**src/rtl/uart_adder_client_if.sv**
```systemverilog
// Byte-wide AXI-stream link used by uart_adder_client on both its transmit and receive sides.
interface uart_adder_client_if;
    logic [7:0] tdata;
    logic       tvalid;
    logic       tready;

    modport master (output tdata, output tvalid, input tready);
    modport slave  (input tdata, input tvalid, output tready);
endinterface

```
**src/rtl/uart_adder_client.sv**
```systemverilog
// Host-side initiator for the UART byte-adder service: sends A then B, waits for the sum, checks it.
// Build macro UART_ADDER_CLIENT_RETRY_EN adds one automatic re-send after the first timeout.
module uart_adder_client #(
    parameter int TIMEOUT_CYCLES = 2000000,
    parameter int CNT_W          = 32
) (
    input  logic                clk,
    input  logic                rst_n,
    input  logic                i_start,
    input  logic [7:0]          i_op_a,
    input  logic [7:0]          i_op_b,
    uart_adder_client_if.master m_axis,
    uart_adder_client_if.slave  s_axis,
    output logic                o_busy,
    output logic                o_done,
    output logic [7:0]          o_result,
    output logic                o_match,
    output logic                o_timeout,
`ifdef UART_ADDER_CLIENT_RETRY_EN
    output logic                o_retried,
`endif
    output logic                o_stray_err
);

    typedef enum logic [2:0] {
        ST_IDLE,
        ST_SEND_A,
        ST_SEND_B,
        ST_WAIT_RESP,
        ST_DONE
    } state_t;

    localparam logic [CNT_W-1:0] CNT_TERM = CNT_W'(TIMEOUT_CYCLES - 1);

    state_t           r_state;
    state_t           w_state_next;
    logic [7:0]       r_a;
    logic [7:0]       r_b;
    logic [7:0]       r_exp;
    logic [CNT_W-1:0] r_cnt;
    logic [7:0]       r_result;
    logic             r_match;
    logic             r_timeout;
    logic             r_stray;
    logic             r_s_tready;
    logic             w_s_fire;
    logic             w_m_fire;
    logic             w_cnt_term;
    logic             w_retry;
`ifdef UART_ADDER_CLIENT_RETRY_EN
    logic             r_retry_used;
`endif

    assign w_s_fire   = s_axis.tvalid && r_s_tready;
    assign w_m_fire   = m_axis.tvalid && m_axis.tready;
    assign w_cnt_term = (r_cnt == CNT_TERM);

`ifdef UART_ADDER_CLIENT_RETRY_EN
    assign w_retry = !r_retry_used;
`else
    assign w_retry = 1'b0;
`endif

    always_ff @(posedge clk or negedge rst_n) begin
        if (!rst_n) begin
            r_state <= ST_IDLE;
        end else begin
            r_state <= w_state_next;
        end
    end

    always_comb begin
        w_state_next = r_state;
        unique case (r_state)
            ST_IDLE:      if (i_start)  w_state_next = ST_SEND_A;
            ST_SEND_A:    if (w_m_fire) w_state_next = ST_SEND_B;
            ST_SEND_B:    if (w_m_fire) w_state_next = ST_WAIT_RESP;
            ST_WAIT_RESP: begin
                // A response on the terminal-count cycle takes priority over the timeout
                if (w_s_fire) begin
                    w_state_next = ST_DONE;
                end else if (w_cnt_term) begin
                    w_state_next = w_retry ? ST_SEND_A : ST_DONE;
                end
            end
            ST_DONE:      w_state_next = ST_IDLE;
            default:      w_state_next = ST_IDLE;
        endcase
    end

    always_ff @(posedge clk or negedge rst_n) begin
        if (!rst_n) begin
            r_a          <= 8'h00;
            r_b          <= 8'h00;
            r_exp        <= 8'h00;
            r_cnt        <= '0;
            r_result     <= 8'h00;
            r_match      <= 1'b0;
            r_timeout    <= 1'b0;
            r_stray      <= 1'b0;
            r_s_tready   <= 1'b0;
`ifdef UART_ADDER_CLIENT_RETRY_EN
            r_retry_used <= 1'b0;
`endif
        end else begin
            r_s_tready <= 1'b1;
            unique case (r_state)
                ST_IDLE: begin
                    if (i_start) begin
                        r_a     <= i_op_a;
                        r_b     <= i_op_b;
                        r_exp   <= i_op_a + i_op_b;
                        r_stray <= 1'b0;
`ifdef UART_ADDER_CLIENT_RETRY_EN
                        r_retry_used <= 1'b0;
`endif
                    end
                end
                ST_SEND_B: begin
                    if (w_m_fire) r_cnt <= '0;
                end
                ST_WAIT_RESP: begin
                    r_cnt <= r_cnt + 1'b1;
                    if (w_s_fire) begin
                        r_result  <= s_axis.tdata;
                        r_match   <= (s_axis.tdata == r_exp);
                        r_timeout <= 1'b0;
                    end else if (w_cnt_term) begin
                        if (w_retry) begin
                            r_cnt <= '0;
`ifdef UART_ADDER_CLIENT_RETRY_EN
                            r_retry_used <= 1'b1;
`endif
                        end else begin
                            r_timeout <= 1'b1;
                            r_match   <= 1'b0;
                        end
                    end
                end
                default: ;
            endcase
            // Any byte outside the response window is swallowed and flagged
            if (w_s_fire && (r_state != ST_WAIT_RESP)) r_stray <= 1'b1;
        end
    end

    assign m_axis.tvalid = (r_state == ST_SEND_A) || (r_state == ST_SEND_B);
    assign m_axis.tdata  = (r_state == ST_SEND_B) ? r_b :
                           (r_state == ST_SEND_A) ? r_a : 8'h00;
    assign s_axis.tready = r_s_tready;
    assign o_busy        = (r_state != ST_IDLE);
    assign o_done        = (r_state == ST_DONE);
    assign o_result      = r_result;
    assign o_match       = r_match;
    assign o_timeout     = r_timeout;
    assign o_stray_err   = r_stray;
`ifdef UART_ADDER_CLIENT_RETRY_EN
    assign o_retried     = r_retry_used;
`endif

endmodule

```
**src/flat_wrapper.sv**
```systemverilog
// flat-port wrapper written by rule: the top's interface ports become plain ports
module uart_adder_client_flat 
#(
    parameter int TIMEOUT_CYCLES = 2000000,
    parameter int CNT_W          = 32
)
  (clk, rst_n, i_start, i_op_a, i_op_b, o_busy, o_done, o_result, o_match, o_timeout, o_stray_err, m_axis_tdata, m_axis_tvalid, m_axis_tready, s_axis_tdata, s_axis_tvalid, s_axis_tready);
  uart_adder_client_if m_axis_i ();
  uart_adder_client_if s_axis_i ();
  input  logic clk;
  input  logic rst_n;
  input  logic i_start;
  input  logic [7:0] i_op_a;
  input  logic [7:0] i_op_b;
  output logic o_busy;
  output logic o_done;
  output logic [7:0] o_result;
  output logic o_match;
  output logic o_timeout;
  output logic o_stray_err;
  output wire logic [$bits(m_axis_i.tdata)-1:0] m_axis_tdata;
  output wire logic [$bits(m_axis_i.tvalid)-1:0] m_axis_tvalid;
  input wire logic [$bits(m_axis_i.tready)-1:0] m_axis_tready;
  input wire logic [$bits(s_axis_i.tdata)-1:0] s_axis_tdata;
  input wire logic [$bits(s_axis_i.tvalid)-1:0] s_axis_tvalid;
  output wire logic [$bits(s_axis_i.tready)-1:0] s_axis_tready;
  assign m_axis_tdata = m_axis_i.tdata;
  assign m_axis_tvalid = m_axis_i.tvalid;
  assign m_axis_i.tready = m_axis_tready;
  assign s_axis_i.tdata = s_axis_tdata;
  assign s_axis_i.tvalid = s_axis_tvalid;
  assign s_axis_tready = s_axis_i.tready;
  uart_adder_client #(.TIMEOUT_CYCLES(TIMEOUT_CYCLES), .CNT_W(CNT_W)) u_core (.clk(clk), .rst_n(rst_n), .i_start(i_start), .i_op_a(i_op_a), .i_op_b(i_op_b), .m_axis(m_axis_i), .s_axis(s_axis_i), .o_busy(o_busy), .o_done(o_done), .o_result(o_result), .o_match(o_match), .o_timeout(o_timeout), .o_stray_err(o_stray_err));
endmodule
```
**config.mk**
```make
export PLATFORM = sky130hd
export DESIGN_NAME = uart_adder_client_flat
export DESIGN_NICKNAME = d
export VERILOG_FILES = /design/src/rtl/uart_adder_client_if.sv /design/src/rtl/uart_adder_client.sv /design/src/flat_wrapper.sv
export SDC_FILE = /design/constraint.sdc
export NUM_CORES = 1
export LEC_CHECK = 0
export ABC_AREA = 1
export CAP_MARGIN = 20
export CORE_MARGIN = 5
export CORE_UTILIZATION = 55
export CTS_BUF_LIST = sky130_fd_sc_hd__clkbuf_16
export CTS_CLUSTER_DIAMETER = 150
export CTS_CLUSTER_SIZE = 25
export DETAILED_ROUTE_END_ITERATION = 10
export PLACE_DENSITY = 0.85
export SLEW_MARGIN = 20
export SYNTH_ARGS = -nofsm -noshare
export SYNTH_HDL_FRONTEND = slang
export SYNTH_SLANG_ARGS = --single-unit
```
**constraint.sdc**
```tcl
create_clock -name clk -period 1.65 [get_ports clk]
set_input_delay 0.165 -clock clk [delete_from_list [all_inputs] [get_ports clk]]
set_output_delay 0.165 -clock clk [all_outputs]
set_load 0.01 [all_outputs]
```
## Word-level counts from Yosys, hierarchy flattened

Cells that the tools add are included.

- Add/subtract/negate cells: 2
- Equal/unequal tests: 11
- Mux-type cells: 17
- Reductions and logical operators: 16

Operators by type and width:

| kind | number |
|---|---|
| $pmux W32 S2 | 1 |
| $add A32 B1 Y32 const B | 1 |
| $eq A32 B21 Y1 const B | 1 |
| $mux W32 | 1 |
| $mux W8 | 2 |
| $mux W3 | 5 |
| $pmux W3 S4 | 1 |
| $reduce_and A2 Y1 | 5 |
| $add A8 B8 Y8 | 1 |
| $eq A8 B8 Y1 | 1 |
| $reduce_bool A2 Y1 | 4 |
| $mux W1 | 7 |
| $eq A3 B2 Y1 const B | 2 |
| $ne A2 B1 Y1 const B | 2 |
| $reduce_and A4 Y1 | 1 |
| $eq A3 B1 Y1 const B | 1 |
| $eq A3 B3 Y1 const B | 1 |
| $logic_and A1 B1 Y1 | 3 |
| $logic_not A3 Y1 | 1 |
| $ne A3 B1 Y1 const B | 1 |
| $ne A3 B2 Y1 const B | 1 |
| $reduce_bool A3 Y1 | 1 |
| $ne A2 B2 Y1 const B | 1 |
| $logic_or A1 B1 Y1 | 1 |

- Register bits after elaboration: 71
- Bits of input ports: 29
- Output and inout bits: 23

## Depth between registers and ports, before layout

- Depth after elaboration: 5
- Depth in mapped cells: 10

## Worst setup path after synthesis

No wires, ideal clock.

- Path type: register -> register
- Start point: register u_core.r_cnt[0]
- End point: register u_core.r_cnt[6]
- Arrival time: 1.331 ns
- Required time: 1.527 ns
- Path slack: 0.196 ns
- Cell stages (with the launch flop): 9
- Path buffers: 0
- Clock period less this slack: 1.454 ns
- Cell sequence: dfrtp_1 ha_1 inv_1 nor2_4 inv_1 nor2_2 nand2_1 o21ai_0 a21oi_1

- Longest elaborated chain between the ends: 2

RTL lines:

| item | line | RTL |
|---|---|---|
| from (decl) | uart_adder_client.sv:40 | `logic [CNT_W-1:0] r_cnt;` |
| from (signal assigned) | uart_adder_client.sv:123 | `r_cnt <= r_cnt + 1'b1;` |
| $add A32 B1 Y32 | uart_adder_client.sv:123 |  |
| $pmux W32 S2 | uart_adder_client.sv:107 | `unique case (r_state)` |

Every way passes these cells.
A chain may end at the register's enable or synchronous reset.

## Final worst setup path

- Start point: register u_core.r_state[0]
- End point: output m_axis_tdata[1]

- Longest elaborated chain between the ends: 3
- Elaborated cells between the ends (all ways): 4

RTL lines:

| item | line | RTL |
|---|---|---|
| from (decl) | uart_adder_client.sv:35 | `state_t r_state;` |
| from (signal assigned) | uart_adder_client.sv:68 | `r_state <= w_state_next;` |
| $eq A3 B1 Y1 | uart_adder_client.sv:149 | `(r_state == ST_SEND_A) ? r_a : 8'h00;` |
| $mux W8 | uart_adder_client.sv:149 |  |
| $mux W8 * | uart_adder_client.sv:148 | `assign m_axis.tdata = (r_state == ST_SEND_B) ? r_b :` |
| to (decl) | flat_wrapper.sv:21 | `output wire logic [$bits(m_axis_i.tdata)-1:0] m_axis_tdata;` |

Mark *: on every way between the ends. The rest lies on a longest branch, timed or not.

==> results.md <==
* TritonCTS Sinks at 71
* Post-layout util at 73.2%
* Core area at 7290 µm²
* H-tree level count at 3
* Power, Total at 8.26 mW
* Fin Setup TNS at 0 ps
* Crit path DAT at 1400 ps
* Final setup fails at 0
* N_diodes at 0
* Area of the multi-input gates at 2160 µm²
* Pleak at 2.42 nW
* Synth area leader: dfrtp_1
* First-pass GRT wire length at 19.5 mm
* Placed wire-length estimate at 8.71 mm
* Reg2reg path depth at 8
* Die Height at 96.8 µm
* GR Overflow Total at 0
* WS Path Type: flop to output pin
* Post-route cell area at 5340 µm²
* Syn-to-layout area delta at 28.8%
* Worst setup margin at 82.9 ps
* Fmax at 638 MHz
* Syn avg cell area at 7.13 µm²
* Ys Warns at 0
* Status: finished, final reports clean
* Top cells by area, synth: dfrtp_1, nand2_1, nand3_1
* Avg WL per Cell at 15.0 µm
* Yosys top cell area share at 42.9%
* Crit path launch: u_core.r_state[0]$_DFFE_PN0P_
* Clk Latency, worst-skew pair at 340 ps
* Reg clk slew, reported paths at 60 ps
* CTS Buf Count at 9
* Largest net degree at the start of global routing at 34
* Power Dens Cells at 1550 nW/µm²
* Worst hold margin at 348 ps
* Routed Antenna Nets at 0
* #FFs+latches synth at 71
* Worst Setup End Kind: output pin
* Least-Margin Pin Slew at 546 ps
* Max Cap Viol at 0
* Vias per cell at 5.41
* R2r startpoint: u_core.r_cnt[1]$_DFFE_PN0P_
* Die Width at 96.8 µm
* Iter 0 DRT Violations at 214
* TritonRoute pass-1 iters at 5
* Slew HR at 63.6%
* Nets at 707
* Die area at 9370 µm²
* Slew Viols, Final at 0
* Drt drc at 0
* Skew final at 7.52 ps
* Worst R2R End: u_core.r_cnt[16]$_DFFE_PN0P_
* Max Root-Sink Buffers at 2
* CTS tree: built
* Share of post-route cells with drive strength above 1 at 13.9%
* Post-synthesis sequential area ratio at 42.9%
* Ports at 52
* Post-Route WL at 11.6 mm
* Placer Congestion at 1.06
* Initial core utilization at 56.8%
* Post-synthesis instance area at 4150 µm²
* Detailed-route via count at 4184
* Setup repair after global routing missed its margin: no
* Number of global-route vias before repair at 4227
* Global-route usage over all layers at 25.3%
* Pre-CTS setup slack at -175 ps
* CP required at 1480 ps
* Reg area at 1780 µm²
* Filler cells at 610
* Setup slack, reg-to-reg at 110 ps
* Worst-path fanout max at 4
* Final min period at 1570 ps
* Final Non-Filler Cells at 773
* Port bufs at 51
* Worst hold path type: input port to async pin
* Worst VDD drop at 0.878 mV
* Placed cells at 750
* Placement Cell Area at 4970 µm²
* Gate Count Post-Synth at 581
* Initial antenna violation count at 0
* Final hold viol count at 0
* Root Driver: clkbuf_16
* Final Cycle Share at 95.0%
* CP Launch Type: flop
* Rows at 31
* Syn Nets at 619
* Post-synth cell types at 30
layout make-up:
cell class,instances,share of cell area [%]
timing repair inverter,1,0.141
tap,99,2.32
timing repair buffer,86,14.4
inverter,52,3.75
sequential,71,33.3
clock buffer,9,4.22
clock inverter,7,1.38
multi-input combinational,448,40.5
logic make-up after synthesis:
group	Yosys count	share of synthesized area (%)
simple gates	352	35.6
other cells	1	0.0905
fa+ha+maj	9	2.90
compound gates	68	8.63
flops	71	42.9
xor+xnor	18	3.80
buf+inv	62	6.16
cell usage in the layout, fill, tap and decap left out, types with 2 or more instances in the layout:
master	instances
nand2_1	218
dfrtp_1	70
nor2_1	57
nand3_1	47
inv_1	45
clkdlybuf4s50_1	39
o21ai_0	38
buf_4	31
a21oi_1	15
nor2_2	10
xnor2_1	9
xor2_1	9
clkbuf_16	9
o21ai_1	8
ha_1	7
inv_2	6
nor2_4	6
clkbuf_2	5
nand2_2	4
clkinvlp_4	4
buf_2	4
nor3_1	3
nand3b_1	3
buf_12	3
inv_4	2
o21ai_4	2
o22ai_1	2
clkdlybuf4s15_1	2
routing by layer:
layer,GRT usage [%],vias up,part of all wire (%)
met5,0,-,0
met4,9.72,0,2.7
met3,5.83,29,6.5
met2,44.5,151,51
met1,29.8,1985,40
li1,-,2019,-
what timing repair did:
| action | in CTS | in global routing |
|---|---|---|
| pin swaps | 0 | 4 |
| gates cloned | 1 | 0 |
| gates resized for setup | 33 | 22 |
| buffers inserted | 3 | 2 |
| setup endpoints to repair | 12 | 30 |
| endpoints found under the hold margin | 19 | 0 |
| hold buffers | 1 | 0 |
power by group:
part	leakage [nW]	switching [mW]	internal, mW	total (mW)
Sequential	0.924	0.586	2.45	3.04
Combinational	1.36	1.85	1.40	3.26
Clock	0.139	0.788	1.17	1.96
Total	2.42	3.23	5.03	8.26
worst max-delay path: stages, from the launching register on:
cell        delay [ps]
dfrtp_2            440
nor2_4             140
nand2_4             90
clkinvlp_4         110
nand2_1             50
o21ai_1             80
buf_2              150
how the worst max path moves through the flow:
stage                                          endpoint  slack (ps)  cells past startpoint
after global placement      u_core.r_exp[6]$_DFFE_PN0P_        -130                      9
after CTS                               m_axis_tdata[0]          -6                      6
final                                   m_axis_tdata[1]          80                      6
after global routing      u_core.r_state[0]$_DFFE_PN0P_           4                     10
after detailed placement    u_core.r_exp[6]$_DFFE_PN0P_        -170                      9
after floorplan             u_core.r_cnt[6]$_DFFE_PN0P_         200                      8
Yosys cell counts:
library cell and n:
o21ai_0 44, fa_1 1, o22ai_1 2, nor3_1 3, xnor2_1 9, o21ai_1 2, conb_1 1, dfrtp_1 71
nor3b_1 1, nand2_2 2, inv_2 7, nor2_1 60, clkbuf_1 2, nor3_2 1, a21oi_1 15, nand3_2 1
buf_2 3, a31oi_1 1, o21a_1 1, nor2_4 5, a22o_1 1, nand3b_1 3, buf_4 5, xor2_1 9
nor2_2 8, inv_1 45, ha_1 8, o21ai_2 2, nand2_1 221, nand3_1 47
state kept, by name, summed over array words and instances, names as in the netlist:
register              flops
u_core.r_cnt             32
u_core.r_a                8
u_core.o_match            1
u_core.o_timeout          1
u_core.o_stray_err        1
u_core.o_result           8
u_core.s_axis.tready      1
u_core.r_exp              8
u_core.r_b                8
u_core.r_state            3
(Power assumes the default switching activity.)
